===== src/rtl/uart_pkg.sv =====
// Shared types and constants for the oversampling UART receiver.
// The even-parity variant is selected with the UART_PARITY_EN macro.
package uart_pkg;
  localparam int DATA_WIDTH  = 8;
  localparam int OSR_DEFAULT = 16;

  typedef enum logic [2:0] {
    IDLE   = 3'd0,
    START  = 3'd1,
    DATA   = 3'd2,
    PARITY = 3'd3,
    STOP   = 3'd4
  } rx_state_t;
endpackage


===== src/rtl/uart_rx_os16_if.sv =====
// Receiver-side bundle: serial line in, received byte and status out, FSM state for debug.
// done_rx is a valid-only pulse with no ready: dout/frame_err/parity_err are
// valid in exactly that cycle and the consumer must take them then.
interface uart_rx_if;
  import uart_pkg::*;

  logic                  rx;
  logic [DATA_WIDTH-1:0] dout;
  logic                  done_rx;
  logic                  frame_err;
  logic                  parity_err;
  logic                  busy;
  rx_state_t             state;

  modport master (output rx, input dout, done_rx, frame_err, parity_err, busy, state);
  modport slave  (input rx, output dout, done_rx, frame_err, parity_err, busy, state);
endinterface


===== src/rtl/uart_os_tick_gen.sv =====
// Prescaler: one os_tick every DIV clocks; restart realigns it to a start edge.
module uart_os_tick_gen #(
  parameter int DIV = 6
) (
  input  logic clk,
  input  logic reset,
  input  logic restart,
  output logic os_tick
);
  localparam int CW = (DIV > 1) ? $clog2(DIV) : 1;
  localparam logic [CW-1:0] LAST = CW'(DIV - 1);

  logic [CW-1:0] cnt;

  assign os_tick = (cnt == LAST);

  always_ff @(posedge clk or negedge reset) begin
    if (!reset) begin
      cnt <= '0;
    end else if (restart || os_tick) begin
      cnt <= '0;
    end else begin
      cnt <= cnt + 1'b1;
    end
  end
endmodule


===== src/rtl/uart_rx_os16.sv =====
// Oversampling UART receiver with 3-sample mid-bit majority vote.
// Define UART_PARITY_EN to expect an even-parity bit between data and stop.
module uart_rx_os16
  import uart_pkg::*;
#(
  parameter int clk_freq = 1000000,
  parameter int baudrate = 9600,
  parameter int OSR      = OSR_DEFAULT
) (
  input  logic clk,
  input  logic reset,
  uart_rx_if.slave bus
);
  localparam int DIV = clk_freq / (baudrate * OSR);
  localparam int TW  = $clog2(OSR);
  localparam logic [TW-1:0] DEC_TICK  = TW'(OSR / 2 + 1);
  localparam logic [TW-1:0] LAST_TICK = TW'(OSR - 1);
  localparam logic [2:0]    LAST_BIT  = 3'(DATA_WIDTH - 1);

  logic                  sync1, sync2, rx_prev;
  logic [1:0]            smp;
  logic                  os_tick, restart, vote, decide, fall;
  logic [TW-1:0]         tick_cnt;
  logic [2:0]            bit_cnt;
  logic [DATA_WIDTH-1:0] shreg, dout_q;
  logic                  done_q, ferr_q;
  rx_state_t             state, state_next;
`ifdef UART_PARITY_EN
  logic                  par_bit, perr_q;
`endif

  uart_os_tick_gen #(.DIV(DIV)) u_tick_gen (
    .clk     (clk),
    .reset   (reset),
    .restart (restart),
    .os_tick (os_tick)
  );

  // rx_prev extends the synchronizer so the edge detector never looks at the first flop.
  always_ff @(posedge clk or negedge reset) begin
    if (!reset) begin
      sync1   <= 1'b1;
      sync2   <= 1'b1;
      rx_prev <= 1'b1;
      smp     <= 2'b11;
    end else begin
      sync1   <= bus.rx;
      sync2   <= sync1;
      rx_prev <= sync2;
      if (os_tick) smp <= {smp[0], sync2};
    end
  end

  // smp holds ticks OSR/2-1 and OSR/2; sync2 is tick OSR/2+1 itself.
  assign fall   = rx_prev & ~sync2;
  assign vote   = (smp[1] & smp[0]) | (smp[1] & sync2) | (smp[0] & sync2);
  assign decide = os_tick && (tick_cnt == DEC_TICK) && (state != IDLE);

  always_ff @(posedge clk or negedge reset) begin
    if (!reset) state <= IDLE;
    else        state <= state_next;
  end

  always_comb begin
    state_next = state;
    restart    = 1'b0;
    case (state)
      IDLE: if (fall) begin
        state_next = START;
        restart    = 1'b1;
      end
      START: if (decide) state_next = vote ? IDLE : DATA;
      DATA: if (decide && bit_cnt == LAST_BIT) begin
`ifdef UART_PARITY_EN
        state_next = PARITY;
`else
        state_next = STOP;
`endif
      end
`ifdef UART_PARITY_EN
      PARITY: if (decide) state_next = STOP;
`endif
      // Leaving at mid-stop lets a zero-gap next start edge be caught.
      STOP: if (decide) state_next = IDLE;
      default: state_next = IDLE;
    endcase
  end

  always_ff @(posedge clk or negedge reset) begin
    if (!reset) begin
      tick_cnt <= '0;
      bit_cnt  <= '0;
      shreg    <= '0;
      dout_q   <= '0;
      done_q   <= 1'b0;
      ferr_q   <= 1'b0;
`ifdef UART_PARITY_EN
      par_bit  <= 1'b0;
      perr_q   <= 1'b0;
`endif
    end else begin
      done_q <= 1'b0;
      ferr_q <= 1'b0;
`ifdef UART_PARITY_EN
      perr_q <= 1'b0;
`endif
      if (state == IDLE) begin
        tick_cnt <= '0;
        bit_cnt  <= '0;
      end else if (os_tick) begin
        tick_cnt <= (tick_cnt == LAST_TICK) ? '0 : tick_cnt + 1'b1;
      end
      if (decide) begin
        case (state)
          START: bit_cnt <= '0;
          DATA: begin
            shreg   <= {vote, shreg[DATA_WIDTH-1:1]};
            bit_cnt <= bit_cnt + 3'd1;
          end
`ifdef UART_PARITY_EN
          PARITY: par_bit <= vote;
`endif
          STOP: begin
            dout_q <= shreg;
            done_q <= 1'b1;
            ferr_q <= ~vote;
`ifdef UART_PARITY_EN
            perr_q <= ^{shreg, par_bit};
`endif
          end
          default: ;
        endcase
      end
    end
  end

  assign bus.dout      = dout_q;
  assign bus.done_rx   = done_q;
  assign bus.frame_err = ferr_q;
`ifdef UART_PARITY_EN
  assign bus.parity_err = perr_q;
`else
  assign bus.parity_err = 1'b0;
`endif
  assign bus.busy  = (state != IDLE);
  assign bus.state = state;
endmodule

===== src/flat_wrapper.sv =====
// flat-port wrapper written by rule: the top's interface ports become plain ports
module uart_rx_os16_flat import uart_pkg::*;
#(
  parameter int clk_freq = 1000000,
  parameter int baudrate = 9600,
  parameter int OSR      = OSR_DEFAULT
)
  (clk, reset, bus_rx, bus_dout, bus_done_rx, bus_frame_err, bus_parity_err, bus_busy, bus_state);
  uart_rx_if bus_i ();
  input  logic clk;
  input  logic reset;
  input wire logic [$bits(bus_i.rx)-1:0] bus_rx;
  output wire logic [$bits(bus_i.dout)-1:0] bus_dout;
  output wire logic [$bits(bus_i.done_rx)-1:0] bus_done_rx;
  output wire logic [$bits(bus_i.frame_err)-1:0] bus_frame_err;
  output wire logic [$bits(bus_i.parity_err)-1:0] bus_parity_err;
  output wire logic [$bits(bus_i.busy)-1:0] bus_busy;
  output wire logic [$bits(bus_i.state)-1:0] bus_state;
  assign bus_i.rx = bus_rx;
  assign bus_dout = bus_i.dout;
  assign bus_done_rx = bus_i.done_rx;
  assign bus_frame_err = bus_i.frame_err;
  assign bus_parity_err = bus_i.parity_err;
  assign bus_busy = bus_i.busy;
  assign bus_state = bus_i.state;
  uart_rx_os16 #(.clk_freq(clk_freq), .baudrate(baudrate), .OSR(OSR)) u_core (.clk(clk), .reset(reset), .bus(bus_i));
endmodule

===== config.mk =====
export PLATFORM = sky130hd
export DESIGN_NAME = uart_rx_os16_flat
export DESIGN_NICKNAME = d
export VERILOG_FILES = /design/src/rtl/uart_pkg.sv /design/src/rtl/uart_rx_os16_if.sv /design/src/rtl/uart_os_tick_gen.sv /design/src/rtl/uart_rx_os16.sv /design/src/flat_wrapper.sv
export SDC_FILE = /design/constraint.sdc
export NUM_CORES = 1
export LEC_CHECK = 0
export BUFFER_PORTS_ARGS = -buffer_cell sky130_fd_sc_hd__buf_2
export CAP_MARGIN = 20
export CORE_AREA = 10 10 85 87
export DETAILED_ROUTE_END_ITERATION = 10
export DIE_AREA = 0 0 95 97
export GPL_TIMING_DRIVEN = 0
export SYNTH_ARGS = -nofsm -noshare
export SYNTH_HDL_FRONTEND = slang
export SYNTH_SLANG_ARGS = --single-unit

===== constraint.sdc =====
create_clock -name clk -period 2.7 [get_ports clk]
set_input_delay 0.27 -clock clk [delete_from_list [all_inputs] [get_ports clk]]
set_output_delay 0.27 -clock clk [all_outputs]
set_load 0.01 [all_outputs]

==> out/results.ini, run 1 <==
[status]
status = complete, no violations

[global_routing]
grt_max_degree = 37
grt-ovfl-total = 0
grt_pass1_wl_um = 4970
grt_pass1_vias = 1016
grtUsageTotal_pct = 6.62
antenna_found_initial = 0

[logic_synthesis]
postSynth.asyncResetShare_pct = 100
synthesis.area_per_instance_um2 = 12.4
mappedNetlistNets = 138
synthCells = 129
ys_seq_area_share_pct = 56.5
yosys_warnings = 0
ys_ff_latch = 36
netlist_area_um2 = 1610
synth-edff-count = 0
synthFlopType = dfrtp_1
yosysUniqueCellTypes = 40

[timing]
slew_headroom_pct = 47.5
grt_setup_unrepaired = false
fin_crit_sh_pct = 71.6
max_freq_mhz = 517
period_needed_ns = 1.93
fin_tns_setup_ns = 0
worst_pin_slew_ns = 0.787
hold_violations = 0
fin_skew_ns = 0.00294
setup_viol = 0
finalMaxSlewViolations = 0
holdWs_ns = 0.0607

[power]
p_int_uw = 949
power.share.sequential_pct = 51.1
power_density_nw_per_um2 = 727
power_mw = 1.36
clkPwrFrac_pct = 28.4
p_comb_share_pct = 20.5
cellLeakagePower_nw = 0.931
ir_drop_uv = 479
p_sw_uw = 408
switching_share_pct = 30.0

[floorplan]
core-area_um2 = 5470
rows = 27
initial_utilization_pct = 29.3
ios = 18
die_area_um2 = 9220
die_h_um = 97
fp.dieW_um = 95

[cells_and_area]
finalNonFillerCells = 225
multi_input_area_um2 = 652
num_antenna_cells = 0
filler_cell_count = 555
layout_commonest_cell = dfrtp_1
post-route-cell-area_um2 = 1870
drive_gt1_share_pct = 34.0
syn_to_final_growth_pct = 16.2
most-common-layout-cells = dfrtp_1 (31), buf_2 (17), mux2_2 (16)
nets = 161
regArea_um2 = 907

[routing]
wl_met2_um = 1370
drtPass1Iterations = 4
route.vias.total = 1016
final_antenna_net_count = 0
routed-wl-met3_um = 95
top_layer_used = met4
wire_per_inst_um = 12.9
wl_met1_um = 1390
drt_iter0_markers = 90
drt_wl_total_um = 2900
drcViolationCount = 0
vias_per_cell = 4.52

[clock_network]
htreeDepth = 2
clockBufferDepth = 2
postCtsSetupRepairBufs = 0
cts_buffers = 5
clkTransAtPathRegs_ns = 0.07
cts_tree = built
clk_latency_ns = 0.28
post_cts_resized = 0
cts_hold_buffers = 0
cts.sinks = 36
cts_root_buf = clkbuf_8

[worst_setup_path]
startpoint_type = register
rr_startpoint = u_core.u_tick_gen.cnt[1]
endpoint_kind = output port
reg2reg_slack_ns = 0.80
worst-path-max-fanout = 10
path_class = reg2out
crit_required_ns = 2.43
crit_start = u_core.bus.state[2]
cp.arrival_ns = 1.66

[placement]
placed_cell_area_um2 = 1780
post-dp-hpwl_um = 2040
placed_cells = 217
place_congestion = 0.723
io_buffers = 16

[flow_run]
maxCapViolCount = 0

[hold_path]
hold_class = in2async

## cells by family after synthesis
family | synth area share, %
multiplexers | 11.2
AND/OR/NAND/NOR | 15.4
buffers and inverters | 2.88
AO/OA/AOI/OAI | 7.33
flip-flops | 56.5
adder cells (fa/ha/maj) | 5.30
other | 0.234
XOR/XNOR | 1.09
## synthesized netlist by cell type, types with 2 or more instances
| library cell | n | area, um^2 |
|---|---|---|
| inv_1 | 6 | 22.5 |
| a211oi_1 | 2 | 15.0 |
| nand2_1 | 12 | 45.0 |
| dfrtp_1 | 31 | 776 |
| nand4_1 | 2 | 12.5 |
| nand3_1 | 3 | 15.0 |
| nand2b_1 | 2 | 12.5 |
| a21oi_1 | 5 | 25.0 |
| nor3_1 | 2 | 10.0 |
| o21ai_0 | 2 | 10.0 |
| dfstp_2 | 5 | 131 |
| buf_4 | 2 | 15.0 |
| ha_1 | 6 | 75.1 |
| mux2_2 | 16 | 180 |
| o221ai_1 | 3 | 26.3 |
| nor2_1 | 6 | 22.5 |
## stage by stage
step / utilization (%) / setup WS, ns
2_1_floorplan: - / 1.02
3_3_place_gp: 32.4 / 0.767
3_5_place_dp: 32.4 / 0.756
4_1_cts: 34.1 / 0.743
5_1_grt: 34.1 / 0.646
6_report: 34.1 / 0.767
## registers in the layout, summed over array words and instances (netlist names)
register / flops
u_core.shreg: 8
u_core.sync1: 1
u_core.tick_cnt: 4
u_core.bit_cnt: 3
u_core.bus.frame_err: 1
u_core.sync2: 1
u_core.bus.dout: 8
u_core.bus.done_rx: 1
u_core.rx_prev: 1
u_core.smp: 2
u_core.bus.state: 3
u_core.u_tick_gen.cnt: 3
## routing by layer
metal / vias up / global-route usage (%)
li1: 501 / -
met1: 490 / 8.32
met2: 19 / 10.2
met3: 6 / 2.47
met4: 0 / 2.06
met5: - / 0
## final cells by class
cell class / count / area share [%]
inverter: 6 / 1.21
sequential: 36 / 48.6
multi-input combinational: 83 / 34.9
clock buffer: 8 / 4.83
tap: 72 / 4.83
timing repair buffer: 16 / 4.29
buffer: 4 / 1.27
## critical path, stage by stage, from the launching register on
cell     delay (ns)
dfrtp_1        0.47
or2_2          0.35
nor2_1         0.31
inv_1          0.09
buf_2          0.16
## worst paths after layout
kind,end,depth (start not counted)
worst max-delay path,bus_busy,4
worst min-delay path,u_core.bus.dout[4],1
worst max register to register,u_core.shreg[0],6
worst min register to register,u_core.sync2,0
max in group asynchronous,u_core.bus.dout[3],1
min in group clk,u_core.sync1,1
## power groups by stage
stage | logic, mW | registers (mW) | clock network (mW)
after floorplan | 0.221 | 0.688 | 0
after detailed placement | 0.278 | 0.703 | 0
after CTS | 0.282 | 0.693 | 0.402
after global placement | 0.274 | 0.702 | 0
final | 0.279 | 0.693 | 0.385
after global routing | 0.322 | 0.707 | 0.424
Power figures use the tool's default switching activity.
==> run 2, diff against run 1 <==
==> constraint.sdc (replaced) <==
create_clock -name clk -period 1.7 [get_ports clk]
set_input_delay 0.17 -clock clk [delete_from_list [all_inputs] [get_ports clk]]
set_output_delay 0.17 -clock clk [all_outputs]
set_load 0.01 [all_outputs]
==> run 2 against run 1 <==
  * First-iteration DRC count decreased by 30%
  * Power increased by 65%
  * Via count increased by 0.20%
  * Routed wire length increased by 1.8%
  * Largest power group unchanged
==> out/results.ini, run 2 (synthesis results as in run 1) <==
[clock_network]
cts_root_buf = clkbuf_8
cts_buffers = 5  ; unchanged
cts.sinks = 36  ; unchanged
clkTransAtPathRegs_ns = 0.07  ; about the same
clockBufferDepth = 2  ; unchanged
htreeDepth = 2  ; unchanged
clk_latency_ns = 0.28  ; about the same
cts_tree = built

[global_routing]
grtUsageTotal_pct = 6.69  ; +0.062 points
grt_pass1_wl_um = 5040  ; +1.4%
antenna_found_initial = 0  ; unchanged
grt-ovfl-total = 0  ; unchanged
grt_pass1_vias = 1046  ; +3.0%
grt_max_degree = 37  ; unchanged

[flow_run]
maxCapViolCount = 0  ; unchanged

[worst_setup_path]
crit_end = u_core.bus.state[1]
slowest_delay_ns = 0.51  ; +0.04 ns
worstRegToRegCells = 6  ; unchanged
rr_startpoint = u_core.u_tick_gen.cnt[1]
crit_slowest_cell = or4_1
startpoint_type = register
cp.arrival_ns = 1.83  ; +0.17 ns
r2r_end = u_core.bus.state[1]
path_class = reg2reg
worst-path-max-fanout = 10  ; unchanged
reg2reg_slack_ns = 0.07  ; -0.73 ns
crit_start = u_core.u_tick_gen.cnt[1]
endpoint_kind = register
crit_required_ns = 1.90  ; -0.53 ns
critical_path.cell_chain = inv_1 > ha_4 > nand2_2 > buf_4 > or4_1 > a21oi_1

[routing]
drcViolationCount = 0  ; unchanged
final_antenna_net_count = 0  ; unchanged
drt_wl_total_um = 2950  ; +1.8%
drtPass1Iterations = 4  ; unchanged
route.vias.total = 1018  ; +0.20%
vias_per_cell = 4.46  ; -1.1%
drt_iter0_markers = 63  ; -30%
wire_per_inst_um = 12.9  ; +0.46%

[placement]
place_congestion = 0.723  ; unchanged
post-dp-hpwl_um = 2040  ; unchanged
io_buffers = 16  ; unchanged
placed_cell_area_um2 = 1780  ; unchanged
place_ws_ns = -0.244  ; -1.00 ns

[power]
cellLeakagePower_nw = 0.948  ; +1.9%
ir_drop_uv = 758  ; +58%
power_density_nw_per_um2 = 1150  ; +58%
power_mw = 2.24  ; +65%

[timing]
hold_violations = 0  ; unchanged
setup_ws_ns = 0.0671  ; -0.699 ns
fin_skew_ns = 0.00606  ; +0.00311 ns
setup_viol = 0  ; unchanged
fin_tns_setup_ns = 0  ; unchanged
period_needed_ns = 1.63
max_freq_mhz = 612
fin_crit_sh_pct = 96.1
worst_pin_slew_ns = 0.781  ; -0.00656 ns
finalMaxSlewViolations = 0  ; unchanged
slew_headroom_pct = 47.9  ; +0.44 points
grt_setup_unrepaired = true

[cells_and_area]
layout_commonest_cell = dfrtp_1
num_antenna_cells = 0  ; unchanged
drive_gt1_share_pct = 40.4  ; +6.4 points
nets = 164  ; +1.9%
syn_to_final_growth_pct = 21.4
most-common-layout-cells = dfrtp_1 (28), mux2_2 (16), buf_2 (16)
finalCoreUtilization_pct = 35.6  ; +1.5 points
post-route-cell-area_um2 = 1950  ; +4.4%

[floorplan]
fp.dieW_um = 95  ; unchanged
ios = 18  ; unchanged
core-area_um2 = 5470  ; unchanged
rows = 27  ; unchanged
die_h_um = 97  ; unchanged
die_area_um2 = 9220  ; unchanged
initial_utilization_pct = 29.3  ; unchanged

[hold_path]
hold_class = reg2reg

[status]
status = complete, no violations

-- run 2: cell types whose count changed in the layout (fill, tap and decap cells not counted), sizes merged --
cell / delta
clkbuf: -1
buf: +2
dlygate4sd3: +2
-- run 2: cell type report --
type                       instances  area (um^2)
multi-input combinational         83          693
sequential                        36          911
tap                               72         90.1
timing repair buffer              20          119
clock buffer                       8         90.1
fill                             544         3520
buffer                             3         22.5
inverter                           6         22.5
-- run 2: routing by layer --
layer	share of wire, %	up-vias	track usage [%]	wire, um
met1	49	489	8.32	1450
met4	0.98	0	2.40	29
li1	-	507	-	-
met5	0	-	0	0
met2	47	18	10.2	1390
met3	2.8	4	2.47	82
-- run 2: critical path, delay by kind of cell, from the launching register on --
family	cells	cell delay, ns
AOI/OAI and AO/OA	1	0.17
adders and majority gates	1	0.16
buffers and inverters	2	0.27
DFF	1	0.38
and+or+nand+nor	2	0.58
-- run 2: report_power, final --
| group | switching [mW] | internal [mW] | leakage [nW] | total, mW |
|---|---|---|---|---|
| combinational | 0.285 | 0.239 | 0.441 | 0.524 |
| clock | 0.284 | 0.330 | 0.0455 | 0.614 |
| sequential | 0.114 | 0.989 | 0.462 | 1.10 |
-- run 2: what timing repair did --
item | 4_1_cts | 5_1_grt
hold buffers | 2 | 0
hold endpoints to repair | 32 | 0
setup buffers | 1 | 1
gates resized for setup | 9 | 5
pin swaps | 1 | 0
endpoints found under the setup margin | 26 | 21
-- run 2: how the worst min path moves through the flow --
stage                  from                end  cells after the start
6_report       u_core.sync1       u_core.sync2                      0
5_1_grt        u_core.sync1       u_core.sync2                      0
4_1_cts        u_core.sync1       u_core.sync2                      0
3_5_place_dp         bus_rx       u_core.sync1                      1
3_3_place_gp         bus_rx       u_core.sync1                      1
2_1_floorplan         reset  u_core.bit_cnt[0]                      0
-- run 2: stage by stage --
stage / hold WS [ns] / cells
2_1_floorplan: -0.126 / 129
3_3_place_gp: 0.275 / 217
3_5_place_dp: 0.276 / 217
4_1_cts: 0.362 / 227
5_1_grt: 0.365 / 228
6_report: 0.361 / 228
==> run 3, diff against run 2 <==
--- a/config.mk
+++ b/config.mk
@@ -5,12 +5,14 @@
 export SDC_FILE = /design/constraint.sdc
 export NUM_CORES = 1
 export LEC_CHECK = 0
+export ABC_AREA = 1
 export BUFFER_PORTS_ARGS = -buffer_cell sky130_fd_sc_hd__buf_2
 export CAP_MARGIN = 20
-export CORE_AREA = 10 10 85 87
+export CORE_AREA = 10 10 86 88
 export DETAILED_ROUTE_END_ITERATION = 10
-export DIE_AREA = 0 0 95 97
+export DIE_AREA = 0 0 96 98
 export GPL_TIMING_DRIVEN = 0
+export SETUP_SLACK_MARGIN = 0.1
 export SYNTH_ARGS = -nofsm -noshare
 export SYNTH_HDL_FRONTEND = slang
 export SYNTH_SLANG_ARGS = --single-unit
==> run 3 against run 2 <==
  * Register-to-register slack better by 0.27 ns
  * Via count is 21% higher
  * Fmax is 18% higher
  * First-iteration DRC count is 24% higher
  * Combinational power is 34% higher
  * Power is 7.5% higher
  * Die area is 2.1% higher
  * Sequential share of layout area is 0.22 points lower
  * Hold slack worse by 0.0040 ns
  * Synthesized cell count is 40% higher
  * Clock-buffer cell count is 1 lower
  * Setup slack better by 0.25 ns
  * Critical path type is now reg2out
==> out/results.ini, run 3 <==
[floorplan]
die_area_um2 = 9410  ; +2.1%
core-area_um2 = 5750  ; +5.0%
initial_utilization_pct = 28.9  ; -0.46 points
rows = 28  ; +3.7%
ios = 18  ; unchanged
die_h_um = 98  ; +1.0%
fp.dieW_um = 96  ; +1.1%

[timing]
fin_tns_setup_ns = 0  ; unchanged
fin_skew_ns = 0.00372  ; -0.00234 ns
max_freq_mhz = 722  ; +18%
fin_crit_sh_pct = 81.5  ; -15 points
period_needed_ns = 1.39  ; -0.247 ns
setup_viol = 0  ; unchanged
grt_setup_unrepaired = false
slew_headroom_pct = 48.2  ; +0.28 points
hold_violations = 0  ; unchanged
finalMaxSlewViolations = 0  ; unchanged
worst_pin_slew_ns = 0.777  ; -0.00413 ns

[logic_synthesis]
synth_top_area_share_pct = 46.8  ; -1.6 points
yosys.cell_count.top_type = nand2_1
synthFlopType = dfrtp_1
ys_top_cells_by_area = dfrtp_1 (47%), nand2_1 (13%), nand3_1 (8.7%)
synthesis.area_per_instance_um2 = 9.17  ; -26%
yosys_warnings = 0  ; unchanged
netlist_area_um2 = 1660  ; +3.4%
synth.top_cells.by_count = nand2_1 (56), dfrtp_1 (31), nand3_1 (29)
postSynth.asyncResetShare_pct = 100  ; unchanged
synthCells = 181  ; +40%
synth-edff-count = 0  ; unchanged
mappedNetlistNets = 190  ; +38%
yosysTopAreaCell = dfrtp_1
ys_ff_latch = 36  ; unchanged
ys_seq_area_share_pct = 54.7  ; -1.8 points
yosysUniqueCellTypes = 26  ; -35%

[worst_setup_path]
rr_startpoint = u_core.tick_cnt[1]
startpoint_type = register
endpoint_kind = output port
crit_required_ns = 1.53  ; -0.37 ns
critical_path.cell_chain = nor2_2 > nand2_4 > buf_2
worst-path-max-fanout = 10  ; unchanged
reg2reg_slack_ns = 0.34  ; +0.27 ns
r2r_end = u_core.bus.dout[5]
slowest_delay_ns = 0.42  ; -0.09 ns
crit_slowest_cell = dfrtp_1
worstRegToRegCells = 9  ; +3
cp.arrival_ns = 1.22  ; -0.61 ns
path_class = reg2out

[clock_network]
clk_latency_ns = 0.28  ; about the same
cts_tree = built
cts_root_buf = clkbuf_8
clockBufferDepth = 2  ; unchanged
htreeDepth = 2  ; unchanged
cts_buffers = 5  ; unchanged
clkTransAtPathRegs_ns = 0.07  ; about the same
cts.sinks = 36  ; unchanged

[routing]
route.vias.total = 1232  ; +21%
final_antenna_net_count = 0  ; unchanged
drt_wl_total_um = 3000  ; +1.8%
drcViolationCount = 0  ; unchanged
drt_iter0_markers = 78  ; +24%
wire_per_inst_um = 10.7  ; -17%
vias_per_cell = 4.38  ; -1.8%
drtPass1Iterations = 4  ; unchanged

[cells_and_area]
most-common-layout-cells = nand2_1 (56), dfrtp_1 (31), nand3_1 (29)
finalNonFillerCells = 281  ; +23%
finalCoreUtilization_pct = 33.9  ; -1.7 points
drive_gt1_share_pct = 23.3  ; -17 points
post-route-cell-area_um2 = 1950  ; about the same
num_antenna_cells = 0  ; unchanged
nets = 215  ; +31%
layout_commonest_cell = nand2_1
filler_cell_count = 599  ; +10%
syn_to_final_growth_pct = 17.5

[flow_run]
maxCapViolCount = 0  ; unchanged

[global_routing]
grt-ovfl-total = 0  ; unchanged
grt_pass1_wl_um = 5300  ; +5.1%
antenna_found_initial = 0  ; unchanged
grt_pass1_vias = 1158  ; +11%
grtUsageTotal_pct = 6.92  ; +0.24 points
grt_max_degree = 37  ; unchanged

[power]
ir_drop_uv = 472  ; -38%
cellLeakagePower_nw = 1.08  ; +13%
power_mw = 2.41  ; +7.5%
power_density_nw_per_um2 = 1240  ; +7.4%

[placement]
post-dp-hpwl_um = 2190  ; +7.2%
io_buffers = 16  ; unchanged
placed_cell_area_um2 = 1830  ; +3.2%
place_congestion = 0.798  ; +10%
placed_cells = 272  ; +25%

[status]
status = complete, no violations

[hold_path]
hold_path_end = u_core.sync2
worstHoldStart = u_core.sync1
hold_class = reg2reg
whs_path_depth = 0  ; unchanged

run 3: changes by cell type after synthesis, moves of 4 or more:
cell / before / now
inv_1: 6 / 12
mux2_2: 16 / 0
nand2_1: 12 / 56
nand3_1: 3 / 29
o21ai_0: 2 / 6
run 3: critical path: cells and delay by family (launching register included):
kind / cells / cell delay (ns)
flip-flops: 1 / 0.42
AND/OR/NAND/NOR: 2 / 0.34
buffers and inverters: 1 / 0.17
run 3: timing repair:
item                                   in CTS  in global routing
hold buffers                                2                  0
endpoints found under the hold margin      32                  0
setup buffers                               0                  0
resized for setup                           0                  0
run 3: power breakdown:
part | internal (mW) | leakage (nW) | switching [mW]
Combinational | 0.235 | 0.548 | 0.467
Sequential | 0.980 | 0.478 | 0.0891
Clock | 0.360 | 0.0503 | 0.279
run 3: per-stage QoR:
| stage | hold slack [ns] | setup slack, ns |
|---|---|---|
| final | 0.357 | 0.314 |
| after global routing | 0.358 | 0.211 |
| after CTS | 0.357 | 0.292 |
| after detailed placement | 0.280 | 0.343 |
| after global placement | 0.277 | 0.358 |
| after floorplan | -0.126 | 0.462 |
run 3: cells by family (layout without fill, tap and decap cells):
group | after synthesis | in the layout | synth area share [%]
flops | 36 | 36 | 54.7
compound gates | 10 | 10 | 3.24
xor+xnor | 2 | 2 | 1.06
buf+inv | 21 | 46 | 6.33
other cells | 1 | 1 | 0.226
fa+ha+maj | 6 | 6 | 4.52
simple gates | 105 | 105 | 29.9
run 3: routing by layer:
metal | global-route usage, % | share of wire (%) | vias to the layer above
li1 | - | - | 630
met1 | 8.80 | 48 | 571
met2 | 9.99 | 43 | 23
met3 | 1.84 | 5.9 | 8
met4 | 4.43 | 2.7 | 0
met5 | 0 | 0 | -
run 3: worst max-delay path by stage:
| stage | startpoint | end | slack, ns | depth (start not counted) |
|---|---|---|---|---|
| final | u_core.bus.state[0] | bus_busy | 0.31 | 3 |
| after global routing | u_core.u_tick_gen.cnt[1] | u_core.bus.dout[6] | 0.21 | 9 |
| after detailed placement | u_core.tick_cnt[1] | u_core.bus.dout[5] | 0.34 | 9 |
| after global placement | u_core.tick_cnt[1] | u_core.bus.dout[5] | 0.36 | 9 |
| after CTS | u_core.bus.state[0] | bus_busy | 0.29 | 3 |
| after floorplan | u_core.bus.state[0] | u_core.bus.dout[7] | 0.46 | 7 |
run 3: layout make-up:
cell class	instances	area, um^2	area share (%)
Buffer	5	42.5	2.18
Clock buffer	7	96.3	4.94
Inverter	16	62.6	3.21
Multi-Input combinational cell	124	647	33.2
Sequential cell	36	907	46.5
Tap cell	75	93.8	4.81
Timing Repair Buffer	18	100	5.13
